**config.mk**
```make
export PLATFORM = sky130hd
export DESIGN_NAME = dist_mem_fifo_ctrl
export DESIGN_NICKNAME = d
export VERILOG_FILES = /design/src/rtl/fifo_pkg.sv /design/src/rtl/fifo_out_stage.sv /design/src/rtl/dist_mem_fifo_ctrl.sv
export SDC_FILE = /design/constraint.sdc
export NUM_CORES = 1
export LEC_CHECK = 0
export ABC_CLOCK_PERIOD_IN_PS = 2600
export CAP_MARGIN = 20
export CORE_ASPECT_RATIO = 0.9
export CORE_MARGIN = 4
export CORE_UTILIZATION = 43
export DETAILED_ROUTE_END_ITERATION = 12
export GPL_ROUTABILITY_DRIVEN = 0
export PLACE_DENSITY_LB_ADDON = 0.1
export SYNTH_ARGS = -nofsm -noshare
export SYNTH_HDL_FRONTEND = slang
export SYNTH_SLANG_ARGS = --single-unit
export TNS_END_PERCENT = 1
```
**constraint.sdc**
```tcl
create_clock -name clk -period 2.6 [get_ports clk]
set_input_delay 0.39 -clock clk [delete_from_list [all_inputs] [get_ports clk]]
set_output_delay 0.39 -clock clk [all_outputs]
set_load 0.05 [all_outputs]
```
**src/rtl/fifo_pkg.sv**
```systemverilog
// Shared defaults and index types for the distributed-RAM FIFO controller.
// Build option FIFO_BYPASS_EN (see dist_mem_fifo_ctrl) does not change anything here.
package fifo_pkg;
    localparam int unsigned FIFO_DEPTH_LOG2 = 4;
    localparam int unsigned FIFO_DATA_W     = 8;

    typedef logic [FIFO_DEPTH_LOG2-1:0] fifo_ptr_t;
    typedef logic [FIFO_DEPTH_LOG2:0]   fifo_cnt_t;
endpackage

```
**src/rtl/fifo_out_stage.sv**
```systemverilog
// One-entry output register of the FIFO: loads from RAM (refill) or directly from the
// producer (bypass), and empties on a pop that brings no replacement.
module fifo_out_stage
    import fifo_pkg::*;
#(
    parameter int unsigned DATA_W = FIFO_DATA_W
) (
    input  logic              clk,
    input  logic              rst_n,
    input  logic              flush,
    input  logic              refill,
    input  logic              bypass,
    input  logic              out_ready,
    input  logic [DATA_W-1:0] mem_spo,
    input  logic [DATA_W-1:0] in_data,
    output logic              out_valid,
    output logic [DATA_W-1:0] out_data
);

    always_ff @(posedge clk) begin
        if (!rst_n) begin
            out_valid <= 1'b0;
            out_data  <= '0;
        end else if (flush) begin
            out_valid <= 1'b0;
        end else if (refill) begin
            out_valid <= 1'b1;
            out_data  <= mem_spo;
        end else if (bypass) begin
            out_valid <= 1'b1;
            out_data  <= in_data;
        end else if (out_ready) begin
            out_valid <= 1'b0;
        end
    end

endmodule

```
**src/rtl/dist_mem_fifo_ctrl.sv**
```systemverilog
// FIFO controller sequencing a single-port distributed RAM with valid/ready on both sides.
// Define FIFO_BYPASS_EN to let pushes into an empty queue skip the RAM.
module dist_mem_fifo_ctrl
    import fifo_pkg::*;
#(
    parameter int unsigned DEPTH_LOG2 = FIFO_DEPTH_LOG2,
    parameter int unsigned DATA_W     = FIFO_DATA_W
) (
    input  logic                  clk,
    input  logic                  rst_n,
    input  logic                  flush,
    input  logic                  in_valid,
    output logic                  in_ready,
    input  logic [DATA_W-1:0]     in_data,
    output logic                  out_valid,
    input  logic                  out_ready,
    output logic [DATA_W-1:0]     out_data,
    output logic [DEPTH_LOG2:0]   count,
    output logic [DEPTH_LOG2-1:0] mem_a,
    output logic [DATA_W-1:0]     mem_d,
    output logic                  mem_we,
    input  logic [DATA_W-1:0]     mem_spo
);

    localparam logic [DEPTH_LOG2:0]   MemFull = {1'b1, {DEPTH_LOG2{1'b0}}};
    localparam logic [DEPTH_LOG2-1:0] PtrOne  = DEPTH_LOG2'(1);
    localparam logic [DEPTH_LOG2:0]   CntOne  = (DEPTH_LOG2 + 1)'(1);

    logic [DEPTH_LOG2-1:0] head_q, tail_q;
    logic [DEPTH_LOG2:0]   mem_cnt_q;
    logic                  active, slot_free, mem_empty, mem_full;
    logic                  refill, bypass, write;

    assign active    = rst_n && !flush;
    assign slot_free = !out_valid || out_ready;
    assign mem_empty = (mem_cnt_q == '0);
    assign mem_full  = (mem_cnt_q == MemFull);

    // Refill owns the single RAM port, so a concurrent push has to wait a cycle.
    assign refill = active && slot_free && !mem_empty;
`ifdef FIFO_BYPASS_EN
    assign bypass = active && slot_free && mem_empty && in_valid;
`else
    assign bypass = 1'b0;
`endif
    assign in_ready = active && !refill && (!mem_full || slot_free);
    assign write    = !refill && !bypass && in_valid && in_ready;

    assign mem_we = write;
    assign mem_d  = in_data;
    assign count  = mem_cnt_q + {{DEPTH_LOG2{1'b0}}, out_valid};

    always_comb begin
        mem_a = head_q;
        if (!rst_n) begin
            mem_a = '0;
        end else if (write) begin
            mem_a = tail_q;
        end
    end

    always_ff @(posedge clk) begin
        if (!rst_n || flush) begin
            head_q    <= '0;
            tail_q    <= '0;
            mem_cnt_q <= '0;
        end else if (refill) begin
            head_q    <= head_q + PtrOne;
            mem_cnt_q <= mem_cnt_q - CntOne;
        end else if (write) begin
            tail_q    <= tail_q + PtrOne;
            mem_cnt_q <= mem_cnt_q + CntOne;
        end
    end

    fifo_out_stage #(
        .DATA_W(DATA_W)
    ) u_out_stage (
        .clk      (clk),
        .rst_n    (rst_n),
        .flush    (flush),
        .refill   (refill),
        .bypass   (bypass),
        .out_ready(out_ready),
        .mem_spo  (mem_spo),
        .in_data  (in_data),
        .out_valid(out_valid),
        .out_data (out_data)
    );

endmodule

```
==> run_results.csv, run 1 <==
group,metric,value,unit
route,ant_nets,0,
sta,finalCritPeriodShare,96.1,%
power,vdd_drop_max,528,uV
flow_run,drv_cap,0,
clock_tree,cts_hold_buf,0,
yosys,muxShareOfSynthArea,5.69,%
route,dr.first_iter.drc_count,66,
global_routing,grt_pass1_vias,1134,
clock_tree,cts_htree_levels,1,
sta,drv_slew,0,
critical_path,max_stage_delay,0.53,ns
sta,hold_viol,0,
min_path,holdPathStages,2,
floorplanning,die_h,58.8,um
critical_path,critPathRequiredTime,2.21,ns
layout,layout_commonest_cell,"nand2_1",
route,wl,2730,um
critical_path,cp_cell_sequence,"clkdlybuf4s50_1, nor4bb_1, mux2i_2, inv_2, nand3_1, a21oi_1, buf_12",
yosys,synth_area,1230,sq um
global_routing,track_usage,16.1,%
power,power_frac_comb,51.7,%
power,pwr_density_cell,873,nW/um^2
clock_tree,clkTransAtPathRegs,0.13,ns
yosys,synthXorXnorAreaFrac,4.26,%
critical_path,reg2reg_slack,0.21,ns
sta,finalSetupViolations,0,
layout,layout-drive-gt1-share,15.2,%
critical_path,r2r_end,"mem_cnt_q[4]",
yosys,synth.top_cell.area_share,35.7,%
sta,setup_ws,0.101,ns
sta,rsz0062_at_grt,"true",
yosys,avgSynthCellArea,8.33,sq um
power,switching_share,42.1,%
yosys,synth_fp_nets,177,
layout,design_area,1710,sq um
place,port_buffers,32,
sta,fin_crit,2.50,ns
critical_path,critical_path.max_fanout,7,
sta,fin_setup_tns,0,ns
yosys,ys_seq_area_share,35.7,%
layout,area_growth_syn_to_layout,38.6,%
floorplanning,ioPinCount,49,
clock_tree,cts_sinks,22,
yosys,ys_top_cells_by_area,"dfxtp_1 36%, nand2_1 8.2%, a21oi_1 7.7%, ha_1 7.1%, mux2i_1 5.7%",
route,drc,0,
yosys,ys_types,30,
critical_path,crit_buf_inv,3,
power,seq_power_share,30.7,%
power,leakage,0.740,nW
yosys,yosysTopAreaCell,"dfxtp_1",
power,p_sw,0.628,mW
clock_tree,clockRootBuffer,"clkbuf_4",
global_routing,grt_pass1_wl,4910,um
critical_path,reg2reg_from,"mem_cnt_q[1]",
place,place_area,1620,sq um
min_path,hold_end,"u_out_stage.out_data[6]",
yosys,synthArstFlopShare,0,%
yosys,synth-warning-count,0,
global_routing,grt_overflow,0,
power,p_int,0.863,mW
critical_path,cpLargestDelayFamily,"buffers and inverters",
yosys,synth_edf_count,0,
clock_tree,clock_latency,0.31,ns
critical_path,r2r_cells,8,
global_routing,antenna_found_initial,0,
sta,max_freq,400,MHz
route,wl_per_cell,12.5,um
floorplanning,num_rows,18,
layout,final_cell_mix,"27 x nand2_1, 23 x clkdlybuf4s50_1, 22 x dfxtp_1, 18 x a21oi_1, 11 x nand3_1",
yosys,ys.flop_type,"dfxtp_1",
yosys,synth_top_family_by_area,"simple AND/OR/NAND/NOR gates",
min_path,min_from,"u_out_stage.out_data[6]",
sta,worst_slew_pin_slew,0.510,ns
layout,fin_util,62.2,%
min_path,worstHoldPathType,"reg2reg",
sta,fin_skew,0.00832,ns
layout,layout.nets,208,
floorplanning,initial_core_util,44.9,%
floorplanning,die-area,3790,sq um
layout,diodes,0,
critical_path,endpoint_kind,"primary output",
route,route.vias.total,1110,
critical_path,crit_path_top_delay_cell,"clkdlybuf4s50_1",
yosys,synth-seq-cells,22,
clock_tree,cts_buffer_depth,2,
global_routing,grt_max_degree,15,
yosys,synthSimpleGateAreaFrac,20.3,%
place,place_worst_setup_slack,0.0857,ns
sta,slew_headroom,65.9,%
sta,whs,0.467,ns
outcome,status,"finished, final reports clean",
critical_path,path_class,"in2out",
critical_path,arrival,2.11,ns
clock_tree,tritoncts,"yes",
floorplanning,core,2750,sq um
route,viasPerCell,5.09,
floorplanning,fp.dieW,64.4,um
clock_tree,cts_buffers,3,
power,pwr-share-clk,17.6,%
yosys,synth-adder-area-share,8.73,%
critical_path,crit_path_start_kind,"input pin",
yosys,synth_compound_area_share,16.5,%
place,hpwl,2160,um
route,firstDrtPassIters,4,
yosys,syn-instance-count,148,
## worst max-delay path by stage
| stage | depth (start not counted) | end | startpoint | slack, ns |
|---|---|---|---|---|
| after detailed placement | 9 | mem_cnt_q[4] | rst_n | 0.09 |
| final | 7 | mem_a[1] | rst_n | 0.10 |
| after CTS | 5 | mem_a[1] | mem_cnt_q[1] | 0.0006 |
| after global placement | 9 | mem_cnt_q[4] | rst_n | 0.12 |
| after global routing | 7 | mem_a[1] | rst_n | -0.02 |
| after floorplan | 5 | mem_a[1] | u_out_stage.out_valid | -0.1 |
## metrics by stage
step           power [mW]  instances
2_1_floorplan        1.00        148
3_3_place_gp         1.19        213
3_5_place_dp         1.21        213
4_1_cts              1.49        218
5_1_grt              1.59        218
6_report             1.49        218
## synthesized netlist by cell type (3+ instances only)
| cell | number |
|---|---|
| a21oi_1 | 19 |
| buf_4 | 9 |
| dfxtp_1 | 22 |
| ha_1 | 7 |
| inv_1 | 4 |
| mux2i_1 | 7 |
| nand2_1 | 27 |
| nand3_1 | 11 |
| nor2_1 | 4 |
| o21ai_0 | 8 |
| or3_1 | 3 |
| xnor2_1 | 4 |
## power groups by stage
stage	Sequential, mW	Clock [mW]	Combinational, mW
2_1_floorplan	0.536	0	0.467
3_3_place_gp	0.454	0	0.740
3_5_place_dp	0.458	0	0.752
4_1_cts	0.450	0.272	0.767
5_1_grt	0.467	0.288	0.834
6_report	0.458	0.263	0.771
## cell type report
class	count	area, sq um
clock buffer	3	22.5
tap	40	50.0
multi-input combinational	107	707
inverter	6	22.5
timing repair buffer	39	435
sequential	22	440
fill	254	1040
clock inverter	1	30.0
## per-layer routing
layer  global-route usage [%]  wire [um]
met1                     18.8       1160
met2                     28.8       1400
met3                     4.39        163
met4                     5.12          4
met5                        0          0
## registers in the layout (all words and copies together), names as in the netlist
| signal | flops |
|---|---|
| u_out_stage.out_data | 8 |
| head_q | 4 |
| u_out_stage.out_valid | 1 |
| tail_q | 4 |
| mem_cnt_q | 5 |
## tightest hold or removal path, cell delays in order (launching register included)
cell,delay (ns)
dfxtp_1,0.33
nand2_1,0.05
a21oi_1,0.05
## cell families (layout without fill, tap and decap cells)
family / Yosys count / count (layout)
xor gates and xnor gates: 6 / 6
DFF: 22 / 22
muxes: 7 / 7
adders and majority gates: 8 / 8
and+or+nand+nor: 53 / 53
AOI/OAI and AO/OA: 33 / 33
buffers and inverters: 19 / 49
## what timing repair did
item | CTS | global route
buffers inserted | 1 | 0
endpoints found under the setup margin | 4 | 6
cloned | 0 | 0
pin swaps | 0 | 1
gates resized for setup | 1 | 4
Note: power is estimated with default switching activity, not from simulation.
==> run 2: changes to the inputs <==
--- a/config.mk
+++ b/config.mk
@@ -13,6 +13,7 @@
 export DETAILED_ROUTE_END_ITERATION = 12
 export GPL_ROUTABILITY_DRIVEN = 0
 export PLACE_DENSITY_LB_ADDON = 0.1
+export SKIP_LAST_GASP = 1
 export SYNTH_ARGS = -nofsm -noshare
 export SYNTH_HDL_FRONTEND = slang
 export SYNTH_SLANG_ARGS = --single-unit
==> run 2 against run 1 <==
Compared with the run above: die area stayed put; worst hold slack hardly changed; clock-buffer cell count stayed put; critical path type unchanged; first-iteration DRC count is 21% higher; sequential cell count stayed put; routed wire length is 0.59% higher; fmax is 0.77% higher; combinational power is 1% lower; cell count stayed put; non-clock buffer count stayed put; core utilization is 0.41 points lower.
==> run_results.csv, run 2 (synthesis gave the netlist of run 1 again) <==
group,metric,value,unit
critical_path,path_class,"in2out",
sta,drv_slew,0,
critical_path,reg2reg_slack,0.23,ns
critical_path,reg2reg_from,"mem_cnt_q[1]",
global_routing,grt_overflow,0,
power,power,1.48,mW
layout,layout_commonest_cell,"nand2_1",
critical_path,critPathRequiredTime,2.21,ns
route,route.vias.total,1108,
sta,setup_ws,0.120,ns
critical_path,critical_path.max_fanout,7,
critical_path,arrival,2.09,ns
power,leakage,0.716,nW
critical_path,endpoint_kind,"primary output",
clock_tree,cts_buffers,3,
floorplanning,fp.dieW,64.4,um
power,pwr_density_cell,871,nW/um^2
layout,layout.nets,208,
global_routing,grt_util_met2,28.8,%
floorplanning,die-area,3790,sq um
floorplanning,core,2750,sq um
layout,largest_register_ffs,8,
flow_run,drv_cap,0,
clock_tree,cts_htree_levels,1,
floorplanning,num_rows,18,
clock_tree,cts_sinks,22,
outcome,status,"finished, final reports clean",
layout,diodes,0,
layout,top_regs,"u_out_stage.out_data x8, mem_cnt_q x5",
layout,layout-drive-gt1-share,15.2,%
sta,fin_skew,0.00683,ns
sta,fin_crit,2.48,ns
global_routing,grt_max_degree,15,
place,placed_cells,213,
global_routing,antenna_found_initial,0,
min_path,worstHoldPathType,"reg2reg",
sta,hold_viol,0,
floorplanning,die_h,58.8,um
clock_tree,clock_latency,0.31,ns
sta,worst_slew_pin_slew,0.510,ns
critical_path,r2r_cells,8,
route,dr.first_iter.drc_count,80,
place,hpwl,2160,um
clock_tree,tritoncts,"yes",
min_path,holdPathStages,2,
power,vdd_drop_max,521,uV
global_routing,grtUsageMet1,18.8,%
global_routing,grt_pass1_vias,1134,
layout,layout.cells.non_filler,218,
global_routing,track_usage,16.1,%
critical_path,r2r_end,"mem_cnt_q[4]",
clock_tree,cts_buffer_depth,2,
route,drc,0,
floorplanning,ioPinCount,49,
route,wl,2750,um
sta,finalCritPeriodShare,95.4,%
min_path,hold_end,"u_out_stage.out_data[6]",
critical_path,crit_path_start_kind,"input pin",
layout,num-fill-cells,255,
route,wl_per_cell,12.6,um
place,port_buffers,32,
layout,area_growth_syn_to_layout,37.7,%
global_routing,top_usage_layer,"met2",
route,ant_nets,0,
place,place_worst_setup_slack,0.0857,ns
min_path,min_from,"u_out_stage.out_data[6]",
clock_tree,clkTransAtPathRegs,0.13,ns
sta,slew_headroom,65.9,%
clock_tree,clockRootBuffer,"clkbuf_4",
layout,final_cell_mix,"27 x nand2_1, 24 x clkdlybuf4s50_1, 22 x dfxtp_1, 18 x a21oi_1, 11 x nand3_1",
clock_tree,cts_hold_buf,0,
route,viasPerCell,5.08,
sta,rsz0062_at_grt,"true",
global_routing,grt_pass1_wl,4910,um
route,firstDrtPassIters,4,
global_routing,use_met3,4.39,%
layout,regMostFlops,"u_out_stage.out_data",
sta,max_freq,403,MHz
floorplanning,initial_core_util,44.9,%
sta,finalSetupViolations,0,
-- run 2: cell count changes in the layout (fill, tap and decap cells not counted), sizes merged --
cell	before	now
clkdlybuf4s50	23	24
dlymetal6s2s	2	1
-- run 2: how the worst max path moves through the flow --
stage                               start      endpoint  cells after the start
floorplan           u_out_stage.out_valid      mem_a[1]                      5
global placement                    rst_n  mem_cnt_q[4]                      9
detailed placement                  rst_n  mem_cnt_q[4]                      9
CTS                          mem_cnt_q[1]      mem_a[1]                      5
global route                 mem_cnt_q[1]      mem_a[1]                      5
finish                              rst_n      mem_a[1]                      7
-- run 2: timing repair --
item	CTS	global route
setup buffers	1	0
setup endpoints to repair	4	6
gates resized for setup	1	2
-- run 2: worst max-delay path, cell delays in order --
cell and delay, ns:
clkdlybuf4s50_1 0.53, nor4bb_1 0.35, mux2i_2 0.20, inv_2 0.12
nand3_1 0.08, a21oi_1 0.24, buf_12 0.18
-- run 2: power by group --
group	switching, mW	internal, mW
clock	0.107	0.156
combinational	0.453	0.310
sequential	0.0641	0.388
total	0.624	0.854
-- run 2: layer usage --
layer | up-vias | part of all wire, %
met5 | - | 0
met1 | 525 | 43
li1 | 560 | -
met2 | 21 | 52
met4 | 0 | 0.15
met3 | 2 | 5.3
-- run 2: per-stage QoR --
step                      hold WS [ns]  setup TNS, ns  cell area, sq um  utilization (%)
after CTS                        0.469              0              1690             61.4
after floorplan                  0.446         -0.296              1240                -
final                            0.467              0              1700             61.7
after global routing             0.496         -0.121              1700             61.7
after detailed placement         0.451              0              1620             59.1
after global placement           0.442              0              1620             59.1
-- run 2: final cells by class --
cell class	count	area (sq um)	share of cell area, %
multi-input combinational	107	698	41.2
sequential	22	440	26.0
timing repair buffer	39	433	25.5
tap	40	50.0	2.95
clock inverter	1	30.0	1.77
clock buffer	3	22.5	1.33
inverter	6	22.5	1.33
==> run 3: changes to the inputs <==
--- a/config.mk
+++ b/config.mk
@@ -7,13 +7,14 @@
 export LEC_CHECK = 0
 export ABC_CLOCK_PERIOD_IN_PS = 2600
 export CAP_MARGIN = 20
+export CELL_PAD_IN_SITES_DETAIL_PLACEMENT = 0
+export CELL_PAD_IN_SITES_GLOBAL_PLACEMENT = 1
 export CORE_ASPECT_RATIO = 0.9
 export CORE_MARGIN = 4
-export CORE_UTILIZATION = 43
+export CORE_UTILIZATION = 30
 export DETAILED_ROUTE_END_ITERATION = 12
 export GPL_ROUTABILITY_DRIVEN = 0
 export PLACE_DENSITY_LB_ADDON = 0.1
-export SKIP_LAST_GASP = 1
 export SYNTH_ARGS = -nofsm -noshare
 export SYNTH_HDL_FRONTEND = slang
 export SYNTH_SLANG_ARGS = --single-unit
==> run 3 against run 2 <==
Compared with the run above: routed wire length increased by 13%; critical path depth decreased by 2; core utilization down 16 points; global-route usage down 3.3 points; clock skew hardly changed; fmax increased by 0.73%; combinational power increased by 4.2%; cell count grew 4.1%; clock power grew 23%; setup slack improved by 0.018 ns; design area increased by 3.8%.
==> run_results.csv, run 3 (synthesis gave the netlist of run 1 again) <==
group,metric,value,unit
outcome,status,"finished, final reports clean",
global_routing,antenna_found_initial,0,
route,viasPerCell,4.84,
clock_tree,cts_buffer_depth,2,
layout,num-fill-cells,381,
power,switching_share,41.4,%
global_routing,grt_max_degree,15,
layout,regMostFlops,"u_out_stage.out_data",
min_path,min_from,"u_out_stage.out_data[2]",
floorplanning,initial_core_util,32.1,%
power,pwr-share-clk,20.6,%
critical_path,r2r_cells,8,
layout,diodes,0,
sta,hold_viol,0,
power,p_int,0.919,mW
clock_tree,cts_buffers,3,
layout,design_area,1760,sq um
min_path,holdPathStages,2,
critical_path,endpoint_kind,"primary output",
clock_tree,clock_latency,0.27,ns
clock_tree,clkTransAtPathRegs,0.09,ns
power,leakage,0.740,nW
floorplanning,core,3840,sq um
critical_path,path_class,"reg2out",
route,wl,3100,um
clock_tree,cts_htree_levels,1,
floorplanning,ioPinCount,49,
critical_path,crit_path_start_kind,"flop",
floorplanning,die_h,68.8,um
clock_tree,tritoncts,"yes",
floorplanning,num_rows,21,
clock_tree,clockRootBuffer,"clkbuf_8",
route,wl_per_cell,13.6,um
layout,area_growth_syn_to_layout,42.9,%
min_path,worstHoldPathType,"reg2reg",
place,hpwl,2360,um
power,power,1.57,mW
route,dr.first_iter.drc_count,58,
sta,drv_slew,0,
sta,worst_slew_pin_slew,0.513,ns
critical_path,arrival,2.07,ns
route,ant_nets,0,
critical_path,critPathRequiredTime,2.21,ns
sta,fin_skew,0.00700,ns
global_routing,grt_pass1_wl,5030,um
sta,rsz0062_at_grt,"true",
sta,fin_crit,2.46,ns
critical_path,worstSetupStartpoint,"mem_cnt_q[0]",
route,route.vias.total,1099,
flow_run,drv_cap,0,
sta,finalCritPeriodShare,94.7,%
global_routing,grt_pass1_vias,1006,
power,pwr_density_cell,891,nW/um^2
layout,layout-drive-gt1-share,18.8,%
sta,slew_headroom,65.7,%
layout,largest_register_ffs,8,
critical_path,reg2reg_from,"mem_cnt_q[0]",
layout,layout.nets,211,
global_routing,track_usage,12.9,%
place,place_area,1650,sq um
global_routing,grt_overflow,0,
sta,finalSetupViolations,0,
power,p_sw,0.650,mW
layout,top_regs,"u_out_stage.out_data x8, mem_cnt_q x5",
critical_path,critical_path.max_fanout,5,
layout,final_cell_mix,"27 x nand2_1, 24 x clkdlybuf4s50_1, 22 x dfxtp_1, 16 x a21oi_1",
route,firstDrtPassIters,4,
place,port_buffers,32,
sta,max_freq,406,MHz
floorplanning,fp.dieW,75.6,um
power,power_frac_comb,50.7,%
floorplanning,die-area,5200,sq um
power,seq_power_share,28.7,%
sta,fin_setup_tns,0,ns
route,drc,0,
clock_tree,cts_sinks,22,
power,vdd_drop_max,344,uV
layout,layout_commonest_cell,"nand2_1",
-- run 3: cell types whose count changed in the layout (fill, tap and decap cells not counted), sizes merged --
cell | before | now
buf | 14 | 17
-- run 3: path summary, 6_finish.rpt --
kind	slack [ns]	to
worst max-delay path	0.14	count[3]
worst min-delay path	0.46	u_out_stage.out_data[2]
worst min register to register	0.46	u_out_stage.out_data[2]
worst max register to register	0.30	mem_cnt_q[4]
-- run 3: power groups by stage --
| stage | clock (mW) | sequential (mW) | combinational, mW |
|---|---|---|---|
| after floorplan | 0 | 0.536 | 0.467 |
| after global placement | 0 | 0.455 | 0.776 |
| after detailed placement | 0 | 0.457 | 0.777 |
| after CTS | 0.336 | 0.449 | 0.787 |
| after global routing | 0.349 | 0.461 | 0.858 |
| final | 0.324 | 0.450 | 0.795 |
-- run 3: final cells by class --
type / instances / area [sq um] / area share (%)
Clock buffer: 3 / 41.3 / 2.34
Clock inverter: 1 / 30.0 / 1.70
Inverter: 6 / 22.5 / 1.28
Multi-Input combinational cell: 107 / 714 / 40.6
Sequential cell: 22 / 440 / 25.0
Tap cell: 46 / 57.6 / 3.27
Timing Repair Buffer: 42 / 455 / 25.9
-- run 3: what timing repair did --
action,4_1_cts,5_1_grt
buffers inserted,0,1
hold buffers,0,0
gates resized for setup,1,6
hold endpoints to repair,0,0
endpoints found under the setup margin,2,4
-- run 3: metal layers --
layer  share of wire [%]  global-route usage (%)
met1                  46                    16.9
met2                  46                    21.1
met5                   0                       0
met4                0.68                    1.97
met3                 6.6                    3.91
-- run 3: worst max-delay path: stages, from the launching register on --
cell,delay [ns]
dfxtp_1,0.43
buf_4,0.17
ha_1,0.15
nand3_1,0.09
xnor2_1,0.15
clkdlybuf4s50_1,0.82
-- run 3: stage by stage --
step	setup WS, ns	hold WS [ns]	instances	util [%]
2_1_floorplan	-0.0986	0.446	148	-
3_3_place_gp	0.0514	0.442	222	43.1
3_5_place_dp	0.0373	0.449	222	43.1
4_1_cts	0.0304	0.460	226	45.1
5_1_grt	-0.00508	0.486	227	45.9
6_report	0.138	0.459	227	45.9
